[config.mk]
export PLATFORM = sky130hd
export DESIGN_NAME = posit_normalize_arbiter_es3
export DESIGN_NICKNAME = d
export VERILOG_FILES = /design/src/rtl/posit_normalize_arbiter_es3.sv
export SDC_FILE = /design/constraint.sdc
export NUM_CORES = 1
export LEC_CHECK = 0
export BUFFER_PORTS_ARGS = -buffer_cell sky130_fd_sc_hd__buf_2
export CAP_MARGIN = 20
export CELL_PAD_IN_SITES_DETAIL_PLACEMENT = 0
export CELL_PAD_IN_SITES_GLOBAL_PLACEMENT = 1
export CORE_MARGIN = 4
export CORE_UTILIZATION = 38
export CTS_CLUSTER_SIZE = 16
export DETAILED_ROUTE_END_ITERATION = 10
export PLACE_DENSITY = 0.89
export SKIP_CTS_REPAIR_TIMING = 1
export SYNTH_ARGS = -nofsm -noshare
export SYNTH_HDL_FRONTEND = slang
export SYNTH_HIERARCHICAL = 1
export SYNTH_SLANG_ARGS = --single-unit
[constraint.sdc]
create_clock -name clk -period 6.5 [get_ports clk]
set_input_delay 0.65 -clock clk [delete_from_list [all_inputs] [get_ports clk]]
set_output_delay 0.65 -clock clk [all_outputs]
set_load 0.02 [all_outputs]
[src/rtl/posit_normalize_arbiter_es3.sv]
// posit_normalize_es3
//   Combinational normaliser: turns a serialized posit value (es = 3) into a
//   32-bit posit with round-to-nearest-even. Results never round to zero or
//   to NaR; out-of-range magnitudes clamp to minpos/maxpos.
//   Serialized layout (38 bits):
//     [37] sgn | [36:28] scale (signed) | [27:2] fraction (hidden bit implied)
//     [1] inf | [0] zero
//   Ports:
//     data      serialized input value
//     truncated sticky flag for bits already dropped below the fraction
//     result    32-bit posit
//     inf, zero special-value flags (inf wins when both are set)
//
// posit_normalize_arbiter_es3
//   Shares one posit_normalize_es3 between NREQ requesters. A round-robin
//   arbiter feeds a two-stage pipeline (input register -> normaliser ->
//   output register). Results leave in grant order, tagged by requester.
//   Ports:
//     clk, rst_n            clock, synchronous active-low reset
//     req_valid/req_ready   per-requester handshake (ready is one-hot or 0)
//     req_data              38-bit slice per requester, slice i = [38*i +: 38]
//     req_truncated         per-requester sticky flag
//     out_valid/out_ready   result handshake
//     out_result/out_inf/out_zero/out_tag  registered result fields
//     busy                  either pipeline stage holds data
//
// Handshake rule (all valid/ready pairs): a transfer happens on a rising edge
// where valid and ready are both high. A producer holding valid with ready
// low keeps its data stable only if it wants that data accepted; it may drop
// valid at any time, and ready never depends on data, only on valid.

module posit_normalize_es3 (
  input  logic [37:0] data,
  input  logic        truncated,
  output logic [31:0] result,
  output logic        inf,
  output logic        zero
);

  logic               sgn;
  logic signed [8:0]  scale;
  logic [5:0]         k;
  logic [4:0]         sh;
  logic [95:0]        seed;
  logic [95:0]        v;
  logic [30:0]        body;
  logic               round_up;
  logic [31:0]        rounded;
  logic [31:0]        mag;

  always_comb begin
    sgn      = data[37];
    scale    = data[36:28];
    // Regime k = floor(scale / 8); the exponent field is scale mod 8.
    k        = scale[8:3];
    sh       = '0;
    seed     = '0;
    v        = '0;
    body     = '0;
    round_up = 1'b0;
    rounded  = '0;
    mag      = '0;
    inf      = 1'b0;
    zero     = 1'b0;
    result   = '0;

    if (!k[5]) begin
      // k >= 0: k+1 ones then a zero. Shift "10" right filling with ones.
      seed = {2'b10, scale[2:0], data[27:2], 65'b0};
      sh   = k[4:0];
      v    = ~((~seed) >> sh);
    end else begin
      // k < 0: -k zeros then a one. -k-1 == ~k in two's complement.
      seed = {2'b01, scale[2:0], data[27:2], 65'b0};
      sh   = ~k[4:0];
      v    = seed >> sh;
    end

    body     = v[95:65];
    round_up = v[64] & (v[65] | (|v[63:0]) | truncated);
    rounded  = {1'b0, body} + {31'b0, round_up};

    if (scale >= 9'sd240) begin
      mag = 32'h7fff_ffff;
    end else if (scale < -9'sd240) begin
      mag = 32'h0000_0001;
    end else if (rounded[31]) begin
      mag = 32'h7fff_ffff;
    end else begin
      mag = rounded;
    end

    if (data[1]) begin
      inf    = 1'b1;
      result = 32'h8000_0000;
    end else if (data[0]) begin
      zero   = 1'b1;
      result = 32'h0000_0000;
    end else begin
      result = sgn ? (~mag + 32'd1) : mag;
    end
  end

endmodule

module posit_normalize_arbiter_es3 #(
  parameter int   NREQ = 4,
  parameter int   TAGW = $clog2(NREQ),
  localparam int  POSIT_SERIALIZED_WIDTH_ES3 = 38
) (
  input  logic                                       clk,
  input  logic                                       rst_n,
  input  logic [NREQ-1:0]                            req_valid,
  output logic [NREQ-1:0]                            req_ready,
  input  logic [NREQ*POSIT_SERIALIZED_WIDTH_ES3-1:0] req_data,
  input  logic [NREQ-1:0]                            req_truncated,
  output logic                                       out_valid,
  input  logic                                       out_ready,
  output logic [31:0]                                out_result,
  output logic                                       out_inf,
  output logic                                       out_zero,
  output logic [TAGW-1:0]                            out_tag,
  output logic                                       busy
);

  localparam int PW = POSIT_SERIALIZED_WIDTH_ES3;

  logic [TAGW-1:0] rr_ptr;
  logic [TAGW-1:0] grant;
  logic [TAGW-1:0] rr_next;
  logic            any_valid;
  logic            s1_load;
  logic            s2_load;

  logic            s1_valid;
  logic [PW-1:0]   s1_data;
  logic            s1_trunc;
  logic [TAGW-1:0] s1_tag;
  logic            s2_valid;

  logic [31:0]     norm_result;
  logic            norm_inf;
  logic            norm_zero;

  // Round-robin scan: walking offsets from high to low lets the smallest
  // offset from rr_ptr win.
  always_comb begin
    grant     = '0;
    any_valid = |req_valid;
    for (int i = NREQ - 1; i >= 0; i--) begin
      int idx;
      idx = int'(rr_ptr) + i;
      if (idx >= NREQ) idx = idx - NREQ;
      if (req_valid[idx]) grant = TAGW'(idx);
    end
  end

  assign rr_next   = (int'(grant) == NREQ - 1) ? '0 : grant + TAGW'(1);
  assign s2_load   = s1_valid & (~s2_valid | out_ready);
  assign s1_load   = (~s1_valid | s2_load) & any_valid;
  // Gated by rst_n so no requester sees ready while the pipeline is held in reset.
  assign req_ready = (s1_load && rst_n) ? (NREQ'(1) << grant) : '0;
  assign out_valid = s2_valid;
  assign busy      = s1_valid | s2_valid;

  posit_normalize_es3 u_norm (
    .data      (s1_data),
    .truncated (s1_trunc),
    .result    (norm_result),
    .inf       (norm_inf),
    .zero      (norm_zero)
  );

  always_ff @(posedge clk) begin
    if (!rst_n) begin
      rr_ptr     <= '0;
      s1_valid   <= 1'b0;
      s1_data    <= '0;
      s1_trunc   <= 1'b0;
      s1_tag     <= '0;
      s2_valid   <= 1'b0;
      out_result <= '0;
      out_inf    <= 1'b0;
      out_zero   <= 1'b0;
      out_tag    <= '0;
    end else begin
      if (s1_load) begin
        s1_valid <= 1'b1;
        s1_data  <= req_data[int'(grant)*PW +: PW];
        s1_trunc <= req_truncated[grant];
        s1_tag   <= grant;
        rr_ptr   <= rr_next;
      end else if (s2_load) begin
        s1_valid <= 1'b0;
      end

      if (s2_load) begin
        s2_valid   <= 1'b1;
        out_result <= norm_result;
        out_inf    <= norm_inf;
        out_zero   <= norm_zero;
        out_tag    <= s1_tag;
      end else if (out_valid && out_ready) begin
        s2_valid <= 1'b0;
      end
    end
  end

endmodule
==> results.md <==
- Status: completed
- Required time of the critical path: 6.78 ns
- FILL cells: 2712
- Number of synthesized register bits: 81
- Slowest stage delay, CP: 0.56 ns
- Max-slew violation count: 0
- Period utilization: 93.6%
- CTS buffer count: 9
- Worst setup EP type: register
- Area contributors post-synth: dfxtp_1 (16%), mux2i_1 (13%), nand2_1 (6.8%)
- FP Rows: 60
- Highest Clock Rate: 164 MHz
- Largest net degree at the start of global routing: 54
- Max Fanout on Critical Path: 19
- First-pass GRT wire length: 64.8 mm
- Clk pin slew, worst setup/hold paths: 0.07 ns
- Most common flop cell mapped by yosys: dfxtp_1
- Vias/cell: 6.29
- Setup total negative slack: 0 ns
- Largest area contributor in the netlist: dfxtp_1
- Worst skew pair latency: 0.35 ns
- Sequential fraction of the synthesis area: 15.6%
- RSZ-0062 raised after global routing: false
- Top-area cell type share of the netlist area: 15.6%
- Max layer used: met5
- Routed Wire Length: 41.8 mm
- Worst-margin pin slew: 1.03 ns
- Post-Layout Inst Area: 12400 um^2
- Initial Utilization: 38.6%
- Largest delay contributor family on the critical path: simple AND/OR/NAND/NOR gates
- Synthesized area per cell: 7.72 um^2
- Max VDD drop: 168 uV
- GRT overflow: 0
- Met2 wire len: 18.7 mm
- WL met3: 3.84 mm
- Vias post-DR: 12.0k
- Initial DRC Count: 1317
- Vias in the first global route: 11.4k
- CTS tree: done
- Area Overhead vs Synth: 19.2%
- I/O Pins: 205
- Worst path buffer plus inverter count: 4
- Post-layout power: 0.00447 W
- DIE AREA: 30000 um^2
- Final Non-Filler Cells: 1905
- DR WL/cell: 21.9 um
- Initial antenna violation count: 1
- Final min period: 6.09 ns
- Leak: 4.96 nW
- H-tree depth: 3
- Worst path cell trace: buf_16 > buf_4 > mux2_2 > mux4_2 > or4_1 > o32ai_1 > nand4_1 > nand3_1 > a31oi_2 > ha_1 > ha_1 > inv_1 > a211o_1 > nor3_2 > buf_4 > xnor2_1 > a21oi_1 > or4b_1 > or4_4 > or4b_1 > a31oi_1 > nand2_1 > a21boi_0
- Max clock buf depth: 2
- Max Cap Viol: 0
- Fraction of registers with async set/reset: 0%
- Met1 WL: 17.9 mm
- DRT Pass-1 Iters: 7
- Count of cell types in the netlist: 98
- Core Box Area: 26900 um^2
- Syn Inst Count: 1344
- Port bufs: 204
- Critical path arrival: 6.37 ns
- GRT Util Overall: 26.4%
- Critical path's slowest cell: or4_4
- Synth Warn #: 6
- Fin. Hold Viols: 0
- Cell Count Post-Placement: 1887
- Worst hold path type: reg -> reg
- DP Wirelength: 33.0 mm
- Critical path startpoint category: register
- Final Skew: 0.00913 ns
- Share of post-route cells with drive strength above 1: 27.7%
- Die W: 173 um
- Remaining antenna violation count after routing: 0
- Final setup viols: 0
- Post-Syn Area: 10400 um^2
- DP Area: 12000 um^2
- DRC: 0
- Die height: 173 um
- Post-synth EDFFs: 0
- Final GP Congestion: 1.06
- Root buffer cell: clkbuf_16
- Synthesized Nets: 1512
- CTS sink count: 81
- Max_slew headroom: 31.2%
- Power density cells: 362 nW/um^2
- Kind of critical path: reg -> reg
- Diodes inserted: 0
- Fin nets: 1728
## state kept, by name (all words and copies together), names as in the netlist
name / cells
s1_data: 38
out_result: 32
out_tag: 2
rr_ptr: 2
s1_tag: 2
out_inf: 1
out_valid: 1
out_zero: 1
s1_trunc: 1
s1_valid: 1
## logic make-up after synthesis
family                     share of synthesized area, %
xor gates and xnor gates                           2.45
adders and majority gates                         0.603
and+or+nand+nor                                    26.0
muxes                                              21.0
AOI/OAI and AO/OA                                  27.2
buffers and inverters                              7.16
DFF                                                15.6
## cell usage in the layout (no fill, tap or decap), drive strengths merged, types with 30 or more instances in the layout
| master | n |
|---|---|
| mux2 | 37 |
| buf | 312 |
| a21oi | 58 |
| nand2 | 190 |
| nand3 | 30 |
| nor2 | 91 |
| nor3 | 39 |
| dfxtp | 81 |
| mux2i | 133 |
| o21ai | 48 |
| o221ai | 48 |
| a21boi | 39 |
## stage by stage
| stage | util, % | hold slack, ns | setup slack, ns |
|---|---|---|---|
| floorplan | - | 0.431 | 0.0104 |
| global placement | 44.6 | 0.450 | 0.204 |
| detailed placement | 44.6 | 0.455 | 0.120 |
| CTS | 45.7 | 0.465 | 0.103 |
| global route | 46.0 | 0.484 | 0.0348 |
| finish | 46.0 | 0.459 | 0.414 |
## worst reg2reg max path, cell delays in order, from the launching register on
cell and delay, ns:
dfxtp_4 0.51, buf_16 0.21, buf_4 0.17, mux2_2 0.39
mux4_2 0.50, or4_1 0.49, o32ai_1 0.27, nand4_1 0.14
nand3_1 0.12, a31oi_2 0.13, ha_1 0.23, ha_1 0.19
inv_1 0.07, a211o_1 0.17, nor3_2 0.07, buf_4 0.16
xnor2_1 0.12, a21oi_1 0.15, or4b_1 0.49, or4_4 0.56
or4b_1 0.47, a31oi_1 0.18, nand2_1 0.07, a21boi_0 0.15
## cells in the mapped netlist (all sizes together), types with 11 or more instances
cell type and n:
a22oi 23, o21ai 48, o22ai 28, or2 12, mux2 37, o221ai 48
o31ai 15, nand2 190, a31oi 16, nor4 24, dfxtp 81, xnor2 22
inv 13, nand2b 19, mux2i 133, nand3 30, nand4 22, a21boi 39
or3 20, nor2b 20, and3 17, o211ai 11, nor3 39, mux4 19
a21oi 58, nor2 91, clkbuf 56, buf 51
## path summary, 6_finish.rpt
| check | from | slack, ns | cells after the start | to |
|---|---|---|---|---|
| hold reg to reg | out_result[9]$_SDFFE_PN0P_ | 0.46 | 2 | out_result[9]$_SDFFE_PN0P_ |
| hold / removal | out_result[9]$_SDFFE_PN0P_ | 0.46 | 2 | out_result[9]$_SDFFE_PN0P_ |
| setup / recovery | s1_data[31]$_SDFFE_PN0N_ | 0.41 | 23 | out_result[27]$_SDFFE_PN0P_ |
| setup reg to reg | s1_data[31]$_SDFFE_PN0N_ | 0.41 | 23 | out_result[27]$_SDFFE_PN0P_ |
## power by group
| part | internal (W) | total [W] | switching, W |
|---|---|---|---|
| sequential | 0.000593 | 0.000728 | 0.000135 |
| combinational | 0.00127 | 0.00317 | 0.00190 |
| clock | 0.000337 | 0.000578 | 0.000240 |
| total | 0.00220 | 0.00447 | 0.00228 |
## routing by layer
| layer | track usage (%) | vias up |
|---|---|---|
| met2 | 41.8 | 651 |
| met3 | 5.17 | 90 |
| met4 | 8.48 | 2 |
| li1 | - | 5577 |
| met5 | 0 | - |
| met1 | 36.1 | 5659 |
## layout make-up
class / instances / area, um^2 / area share [%]
Tap cell: 341 / 427 / 3.45
Sequential cell: 81 / 1630 / 13.1
Inverter: 15 / 56.3 / 0.455
Clock inverter: 6 / 91.3 / 0.738
Clock buffer: 9 / 225 / 1.82
Multi-Input combinational cell: 1140 / 8050 / 65.1
Timing Repair Buffer: 313 / 1890 / 15.3
Power figures use the tool's default switching activity.
